--- src/rtl/micro_waves_pkg.sv ---
// -----------------------------------------------------------------------------
// micro_waves_pkg
//   Shared definitions for the microwave controller front end.
//   - NUM_KEYS / KEY_CODE_W : keypad width and binary key-code width
//   - kbd_state_t           : keypad debounce FSM state encoding
//   - is_onehot()           : true when exactly one key line is set
//   - onehot_index()        : binary index of the set bit of a one-hot vector
// -----------------------------------------------------------------------------
package micro_waves_pkg;

  localparam int NUM_KEYS   = 10;
  localparam int KEY_CODE_W = 4;

  typedef enum logic [2:0] {
    IDLE         = 3'd0,
    PRESS_WAIT   = 3'd1,
    PRESSED      = 3'd2,
    RELEASE_WAIT = 3'd3,
    LOCKOUT      = 3'd4
  } kbd_state_t;

  // Clearing the lowest set bit leaves zero only for a single set bit.
  function automatic logic is_onehot(input logic [NUM_KEYS-1:0] v);
    logic [NUM_KEYS-1:0] low_cleared;
    low_cleared = v & (v - NUM_KEYS'(1));
    return (v != '0) && (low_cleared == '0);
  endfunction

  // Only meaningful for a one-hot input; a zero vector maps to code 0.
  function automatic logic [KEY_CODE_W-1:0] onehot_index(input logic [NUM_KEYS-1:0] v);
    logic [KEY_CODE_W-1:0] idx;
    idx = '0;
    for (int i = 0; i < NUM_KEYS; i++) begin
      if (v[i]) begin
        idx = KEY_CODE_W'(i);
      end
    end
    return idx;
  endfunction

endpackage

--- src/rtl/sync_2ff.sv ---
// -----------------------------------------------------------------------------
// sync_2ff
//   Two-flop synchroniser for level signals that are asynchronous to clk.
//   Each bit is synchronised independently; no multi-bit coherence is implied.
//   Reused for the keypad, door_closed and the start/stop/clear buttons.
//
//   Ports:
//     clk    in  1       destination clock, rising edge
//     resetn in  1       asynchronous active-low reset, clears both stages
//     d      in  DATA_W  asynchronous input levels
//     q      out DATA_W  synchronised levels, two clk edges behind d
// -----------------------------------------------------------------------------
module sync_2ff #(
  parameter int DATA_W = 1
) (
  input  logic              clk,
  input  logic              resetn,
  input  logic [DATA_W-1:0] d,
  output logic [DATA_W-1:0] q
);

  logic [DATA_W-1:0] sync_p0;
  logic [DATA_W-1:0] sync_p1;

  // Stage p0 may go metastable; stage p1 gives it a full cycle to settle.
  always_ff @(posedge clk or negedge resetn) begin
    if (!resetn) begin
      sync_p0 <= '0;
      sync_p1 <= '0;
    end else begin
      sync_p0 <= d;
      sync_p1 <= sync_p0;
    end
  end

  assign q = sync_p1;

endmodule

--- src/rtl/keypad_debounce.sv ---
// -----------------------------------------------------------------------------
// keypad_debounce
//   Cleans the raw ten-key microwave keypad before the timer-entry control.
//   Synchronises the raw lines, waits for DEBOUNCE_CYCLES of stability before
//   accepting a press or a release, rejects multi-key chords, and never
//   auto-repeats: one key is reported per press/release cycle.  New entries are
//   blocked while enable is low (the magnetron is running).
//
//   Parameters:
//     DEBOUNCE_CYCLES  stable sampled cycles needed for press/release (2..65535)
//
//   Ports:
//     clk        in  1           system clock, rising edge
//     resetn     in  1           asynchronous active-low reset
//     keys_raw   in  NUM_KEYS    raw key lines, active-high, bit k = digit k
//     enable     in  1           accept enable (driven by ~mag_on)
//     keyboard   out NUM_KEYS    debounced one-hot key level, zero when idle
//     key_valid  out 1           one-cycle strobe when a new key is accepted
//     key_code   out KEY_CODE_W  index of the last accepted key (held)
//
//   Latency: a key stable on keys_raw before edge 0 is reported after edge
//   DEBOUNCE_CYCLES+2; a release stable before edge R clears keyboard after
//   edge R+DEBOUNCE_CYCLES+2.
// -----------------------------------------------------------------------------
module keypad_debounce
  import micro_waves_pkg::*;
#(
  parameter int DEBOUNCE_CYCLES = 16
) (
  input  logic                  clk,
  input  logic                  resetn,
  input  logic [NUM_KEYS-1:0]   keys_raw,
  input  logic                  enable,
  output logic [NUM_KEYS-1:0]   keyboard,
  output logic                  key_valid,
  output logic [KEY_CODE_W-1:0] key_code
);

  localparam int              CNT_W    = $clog2(DEBOUNCE_CYCLES + 1);
  localparam logic [CNT_W-1:0] CNT_MAX  = CNT_W'(DEBOUNCE_CYCLES);
  localparam logic [CNT_W-1:0] CNT_DONE = CNT_W'(DEBOUNCE_CYCLES - 1);

  // Stability counter increment that parks at CNT_MAX instead of wrapping,
  // so an arbitrarily long hold can never look like a fresh change.
  function automatic logic [CNT_W-1:0] sat_inc(input logic [CNT_W-1:0] c);
    return (c == CNT_MAX) ? c : c + CNT_W'(1);
  endfunction

  logic [NUM_KEYS-1:0] sync_keys;
  logic [NUM_KEYS-1:0] sync_keys_prev;
  logic [NUM_KEYS-1:0] cand;
  logic [CNT_W-1:0]    cnt;

  kbd_state_t state;
  kbd_state_t state_nxt;

  logic cnt_clr;
  logic cand_load;
  logic key_load;
  logic key_clr;
  logic keys_zero;
  logic stable_done;

  // ---- input synchronisation ------------------------------------------------
  sync_2ff #(
    .DATA_W (NUM_KEYS)
  ) u_sync_keys (
    .clk    (clk),
    .resetn (resetn),
    .d      (keys_raw),
    .q      (sync_keys)
  );

  // ---- stability counter ----------------------------------------------------
  // cnt counts edges since sync_keys last changed (or since the FSM last
  // restarted a wait).  cnt >= DEBOUNCE_CYCLES-1 therefore means the current
  // sample has been stable for a full debounce window.
  always_ff @(posedge clk or negedge resetn) begin
    if (!resetn) begin
      sync_keys_prev <= '0;
      cnt            <= '0;
    end else begin
      sync_keys_prev <= sync_keys;
      if (cnt_clr || (sync_keys != sync_keys_prev)) begin
        cnt <= '0;
      end else begin
        cnt <= sat_inc(cnt);
      end
    end
  end

  assign keys_zero   = (sync_keys == '0);
  assign stable_done = (cnt >= CNT_DONE);

  // ---- control FSM ----------------------------------------------------------
  always_ff @(posedge clk or negedge resetn) begin
    if (!resetn) begin
      state <= IDLE;
    end else begin
      state <= state_nxt;
    end
  end

  always_comb begin
    state_nxt = state;
    cnt_clr   = 1'b0;
    cand_load = 1'b0;
    key_load  = 1'b0;
    key_clr   = 1'b0;

    case (state)
      IDLE: begin
        // With enable low, keys are simply ignored here.
        if (!keys_zero && enable) begin
          state_nxt = PRESS_WAIT;
          cnt_clr   = 1'b1;
          cand_load = 1'b1;
        end
      end

      PRESS_WAIT: begin
        // Any deviation from the candidate (release, other key, extra key)
        // abandons the attempt; the count restarts from IDLE.
        if (sync_keys != cand) begin
          state_nxt = IDLE;
        end else if (!enable) begin
          state_nxt = LOCKOUT;
        end else if (stable_done) begin
          if (is_onehot(cand)) begin
            state_nxt = PRESSED;
            key_load  = 1'b1;
          end else begin
            // A stable chord is swallowed; wait for a full release.
            state_nxt = LOCKOUT;
          end
        end
      end

      PRESSED: begin
        // Keys added or swapped while held are ignored: no second report.
        if (!enable) begin
          state_nxt = LOCKOUT;
          key_clr   = 1'b1;
        end else if (keys_zero) begin
          state_nxt = RELEASE_WAIT;
          cnt_clr   = 1'b1;
        end
      end

      RELEASE_WAIT: begin
        if (!enable) begin
          state_nxt = LOCKOUT;
          key_clr   = 1'b1;
        end else if (!keys_zero) begin
          // Release bounce: resume the held key without a new strobe.
          state_nxt = PRESSED;
        end else if (stable_done) begin
          state_nxt = IDLE;
          key_clr   = 1'b1;
        end
      end

      LOCKOUT: begin
        key_clr = 1'b1;
        if (keys_zero && stable_done && enable) begin
          state_nxt = IDLE;
        end
      end

      default: begin
        state_nxt = IDLE;
        key_clr   = 1'b1;
      end
    endcase
  end

  // ---- candidate capture ----------------------------------------------------
  // Only compared while in PRESS_WAIT, which always loads it first.
  always_ff @(posedge clk) begin
    if (cand_load) begin
      cand <= sync_keys;
    end
  end

  // ---- registered outputs ---------------------------------------------------
  always_ff @(posedge clk or negedge resetn) begin
    if (!resetn) begin
      keyboard  <= '0;
      key_valid <= 1'b0;
      key_code  <= '0;
    end else begin
      key_valid <= key_load;
      if (key_load) begin
        keyboard <= cand;
        key_code <= onehot_index(cand);
      end else if (key_clr) begin
        keyboard <= '0;
      end
    end
  end

endmodule

--- config.mk ---
export PLATFORM = sky130hd
export DESIGN_NAME = keypad_debounce
export DESIGN_NICKNAME = d
export VERILOG_FILES = /design/src/rtl/micro_waves_pkg.sv /design/src/rtl/sync_2ff.sv /design/src/rtl/keypad_debounce.sv
export SDC_FILE = /design/constraint.sdc
export NUM_CORES = 1
export LEC_CHECK = 0
export ABC_AREA = 1
export CORE_MARGIN = 2
export CORE_UTILIZATION = 42
export CTS_CLUSTER_SIZE = 30
export DETAILED_ROUTE_END_ITERATION = 16
export GPL_TIMING_DRIVEN = 0
export SLEW_MARGIN = 20
export SYNTH_ARGS = -nofsm -noshare
export SYNTH_HDL_FRONTEND = slang
export SYNTH_SLANG_ARGS = --single-unit
--- constraint.sdc ---
create_clock -name clk -period 1.7 [get_ports clk]
set_input_delay 0.51 -clock clk [delete_from_list [all_inputs] [get_ports clk]]
set_output_delay 0.51 -clock clk [all_outputs]
set_load 0.005 [all_outputs]
* Word level (Yosys, flattened, before mapping)
Index checks and enable logic that the tools add are counted.
** Word-level totals
- Flip-flop bits (word level) :: 63
- Bits of input ports :: 13
- Output and inout port bits :: 15
- Word-level logic and storage cells :: 79
** Operators by class
- $add $sub $neg :: 2
- $lt $le $gt $ge :: 1
- Equality and inequality tests :: 13
- Multiplexer cells :: 40
- Bitwise operators :: 1
- Reductions and logical operators :: 13
** Operators by type and width (count)
- 3-bit 2-to-1 mux :: 11
- 4-bit 2-to-1 mux :: 8
- 10-bit zero test :: 2
- 10-bit 2-to-1 mux :: 2
- 10-bit inequality test :: 2
- 3-bit case mux with 5 select lines :: 1
- 1-bit 2-to-1 mux :: 14
- 10-bit AND :: 1
- 5-bit 2-to-1 mux :: 2
- 10-bit nonzero test :: 1
- 10-bit by 1-bit subtractor with 10-bit output (second input constant) :: 1
- 4-bit inequality test (second input constant) :: 2
- 3-bit by 2-bit equality test with 1-bit output (second input constant) :: 2
- 2-bit inequality test (second input constant) :: 3
- 5-bit by 1-bit adder with 5-bit output (second input constant) :: 1
- 5-bit equality test (second input constant) :: 1
- 5-bit by 4-bit greater-or-equal comparator with 1-bit output (second input constant) :: 1
- 5-bit AND reduction :: 1
- 1-bit logical AND :: 4
- 3-bit by 1-bit equality test with 1-bit output (second input constant) :: 1
- 3-bit equality test (second input constant) :: 1
- 3-bit zero test :: 1
- 3-bit inequality test (second input constant) :: 1
- 1-bit case mux with 3 select lines :: 1
- other kinds (5) :: 5

* Longest topological paths before layout
- Depth after elaboration :: 10
- Depth in mapped cells :: 14
- Gate-level depth less buffers :: 14

* Modules after synthesis
Synthesis repeated with hierarchy kept, for this count alone.
** Second synthesis, totals
- Cells, all modules :: 330
- Area, all modules :: 2851.5 µm²
** By module, submodules not included
- keypad_debounce :: times used 1, cells an instance 310, area an instance 2351.0 µm², sequential area each 1126.1 µm²
- sync_2ff :: times used 1, cells an instance 20, area an instance 500.5 µm², sequential area each 500.5 µm²

* Worst setup path after synthesis
OpenSTA, ideal clock, no wires.
- Path type :: register to register
- Start :: register cnt[0]
- End :: register keyboard[2]
- Library setup time :: 0.065 ns
- Data arrival time :: 1.596 ns
- Required time :: 1.635 ns
- Slack :: 0.039 ns
- Stages on the path, launching flop included :: 13
- Path buffers :: 0
- Clock period less this slack :: 1.661 ns
- Path through :: dfrtp_1 > ha_1 > nand2_1 > nor2_1 > ha_1 > nor2_1 > o21ai_2 > nor2_1 > nand3b_1 > nand2_1 > inv_2 > nand3_1 > nand2_1
** Between the ends
- Longest elaborated chain between the ends :: 6
- Elaborated cells between the ends (all ways) :: 11
- Those cells by class :: 1 x order compare; 9 x mux; 1 x reduce/logical
** RTL lines
- start, declared :: RTL line keypad_debounce.sv:52 : logic [CNT_W-1:0] cnt;
- start signal, assigned :: RTL line keypad_debounce.sv:87 : cnt <= sat_inc(cnt);
- 5-bit by 4-bit greater-or-equal comparator with 1-bit output * :: RTL line keypad_debounce.sv:93 : assign stable_done = (cnt >= CNT_DONE);
- 1-bit 2-to-1 mux (on tied branches) :: RTL line keypad_debounce.sv:157, keypad_debounce.sv:128
- 1-bit 2-to-1 mux (on tied branches) :: RTL line keypad_debounce.sv:154, keypad_debounce.sv:126
- 1-bit 2-to-1 mux (on tied branches) :: RTL line keypad_debounce.sv:151, keypad_debounce.sv:124
- 1-bit case mux with 3 select lines or 1-bit 2-to-1 mux (tied branches) :: RTL line keypad_debounce.sv:111 : case (state)
- 2-bit nonzero test (no line) or 10-bit 2-to-1 mux (tied branches)
- end signal, assigned :: RTL line keypad_debounce.sv:194 : keyboard <= cand;
- end, declared :: RTL line keypad_debounce.sv:34 : output logic [NUM_KEYS-1:0] keyboard,
Every way passes the cells marked *; elsewhere a longest branch is shown, timed or not.
A chain may end at the register's enable or synchronous reset.

* Worst setup path after layout
- Start :: register cnt[1]
- End :: register keyboard[6]
The elaborated chain is that of the path after synthesis.

==> metrics.yaml <==
route:
  viasPerCell: 4.880
  drtIter0Drc: 98
  dr.pass1.iters: 4
  num_vias: 2362
  routed_wl_um: 6106
  drc: 0
  wl_per_cell_um: 12.62
  ant_nets: 0
grt:
  antenna_found_initial: 0
  grt_pass1_vias: 2234
  grt_usage_pct: 17.63
  grt_pass1_wl_um: 9949
  grt_max_degree: 54
  overflow: 0
sta:
  drv_slew: 0
  hold_violations: 0
  finalCritPeriodShare_pct: 109.2
  setup_viol: 26
  fin_worst_skew_ps: 7.791
  rsz0062_at_grt: "true"
  finalCriticalPeriod_ps: 1856
  tightest_slew_ps: 638.4
  holdWs_ps: 190.6
  setup_ws_ps: -155.9
  timing.slew.headroom_pct: 57.44
  max_freq_ghz: 0.5388
clocking:
  cts_max_level: 3
  clock_sinks: 63
  cts_tree: "yes"
  cts_root_buf: "clkbuf_8"
  cts_buffers: 9
  clk_path_buf_depth: 2
  insertion_delay_ps: 340
  path_clk_slew_ps: 70
power:
  power_leakage_nw: 1.929
  power.density_nw_per_um2: 831.9
  ir_worst_vdd_uv: 539.1
  finalPower_mw: 3.306
placed_design:
  globalplace.congestion: 0.8847
  hpwlAfterDp_um: 3922
  portBuffers: 27
  place_ws_ps: -602.4
synth:
  synth_area_leaders: "dfrtp_1 47%, nand2_1 14%, edfxtp_1 11%, inv_1 5.0%, nor2_1 4.6%"
  seq_area_frac_synth_pct: 57.47
  ys_ff_latch: 63
  ys_warn_count: 0
  yosysTopAreaCell: "dfrtp_1"
  syn_nets: 341
  yosysUniqueCellTypes: 28
  syn_avg_cell_area_um2: 8.708
  syn_inst: 325
  synth_top_area_share_pct: 46.86
  syn_area_um2: 2830
floorplan:
  io_pins: 28
  fp.dieH_um: 86.09
  initial_core_util_pct: 44.07
  rows: 29
  fp.dieW_um: 86.09
  coreArea_um2: 6422
  dieArea_um2: 7411
setup_path:
  cp-startpoint: "cnt[1]"
  reg2reg_slack_ps: -160
  rr_endpoint: "keyboard[6]"
  max_stage_delay_ps: 370
  worstSetupPathType: "flop to flop"
  r2r_cells: 12
  crit_slowest_cell: "dfrtp_1"
  worstSetupEndpointType: "flop"
  rr_startpoint: "cnt[1]"
  cp_cell_sequence: "ha_2, nand2_2, nor2_2, ha_2, nor2_1, o21ai_2, nor2_2, nand3b_1, nand2_2, clkinvlp_4, nand3_1, nand2_1"
  cp_max_fo: 5
  cp-start-kind: "flop"
  arrival_ps: 2090
  setup.worst_path.end: "keyboard[6]"
  worst_ep_required_time_ps: 1930
flow_run:
  drv_cap: 0
final_layout:
  final_common_cell: "nand2_1"
  layout-drive-gt1-share_pct: 32.43
  syn2layout_area_growth_pct: 40.41
  mostFrequentLayoutCells: "86 x nand2_1, 51 x dfrtp_1, 33 x buf_4"
  nNetsFinal: 418
  n_antenna_cell: 0
  fillers: 541
outcome:
  violations: "negative setup slack"
  status: "finished with violations"
min_path:
  min_path_type: "input port to asynchronous set/reset pin"
## worst max-delay path: cells and delay by family (launching register included)
kind | cells | cell delay [ps]
AND/OR/NAND/NOR | 8 | 760
flip-flops | 1 | 370
adder cells (fa/ha/maj) | 2 | 350
buffers and inverters | 1 | 170
AO/OA/AOI/OAI | 1 | 110
## how the worst min path moves through the flow
stage	start	end
after floorplan	resetn	cnt[0]
after global placement	u_sync_keys.sync_p0[2]	u_sync_keys.q[2]
after detailed placement	u_sync_keys.sync_p0[1]	u_sync_keys.q[1]
after CTS	resetn	keyboard[3]
after global routing	resetn	keyboard[3]
final	resetn	keyboard[3]
## logic make-up after synthesis
logic type      Yosys count  synth area share (%)
compound gates           29                 5.571
fa+ha+maj                 3                 1.326
xor+xnor                  7                 2.166
buf+inv                  41                 5.747
simple gates            182                 27.72
flops                    63                 57.47
## report_power, final
group          switching (mW)  internal [mW]
clock network           0.576          0.820
logic                   0.149          0.122
registers              0.0510           1.59
total                   0.776           2.53
## sequential cells by signal, indices dropped and copies added (netlist names)
name / count
cand: 10
keyboard: 10
sync_keys_prev: 10
u_sync_keys.q: 10
u_sync_keys.sync_p0: 10
cnt: 5
key_code: 4
state: 3
key_valid: 1
## per-layer routing
| layer | track usage, % | vias to the layer above | wire (um) |
|---|---|---|---|
| li1 | - | 1193 | - |
| met1 | 21.31 | 1107 | 2661 |
| met2 | 28.75 | 49 | 3082 |
| met3 | 3.561 | 13 | 196 |
| met4 | 11.11 | 0 | 167 |
| met5 | 0 | - | 0 |
## cell type report
class / count / area [um2] / area share [%]
clock buffer: 10 / 127.6 / 3.212
sequential: 63 / 1629 / 40.99
buffer: 1 / 15.01 / 0.3778
clock inverter: 6 / 85.08 / 2.141
inverter: 40 / 163.9 / 4.125
timing repair buffer: 64 / 580.6 / 14.61
timing repair inverter: 2 / 15.01 / 0.3778
tap: 77 / 96.34 / 2.424
multi-input combinational: 221 / 1261 / 31.74
## Yosys cell counts
library cell  number
o221ai_1           1
nand3b_1           2
nand4_1            4
nand2_2            1
o21ai_1            2
nor2_1            35
a21oi_1            8
o21ai_0           15
xor2_1             4
nand3_1           20
dfrtp_1           53
nor3b_1            2
and2_1             1
xnor2_1            3
nor2_2             5
nand2_1          102
o21ai_2            1
clkinv_2           1
inv_1             38
buf_6              1
o211ai_1           1
ha_1               3
nor3_1             5
inv_2              1
or2_2              4
o31ai_1            1
nand4_4            1
edfxtp_1          10
## stage by stage
stage / TNS (ps) / instance area (um2) / utilization, % / instances
finish: -2062 / 3974 / 61.87 / 484
global route: -4632 / 3974 / 61.87 / 484
CTS: -866.3 / 3689 / 57.43 / 470
detailed placement: -15740 / 3194 / 49.74 / 429
global placement: -90180 / 3197 / 49.78 / 429
floorplan: 0 / 2830 / - / 325
## repair_timing
item,4_1_cts,5_1_grt
buffers inserted,23,13
pin swaps,11,17
hold buffers,0,0
gates resized for setup,50,54
gates cloned,2,1
setup endpoints to repair,44,33
Note: power is estimated with default switching activity, not from simulation.
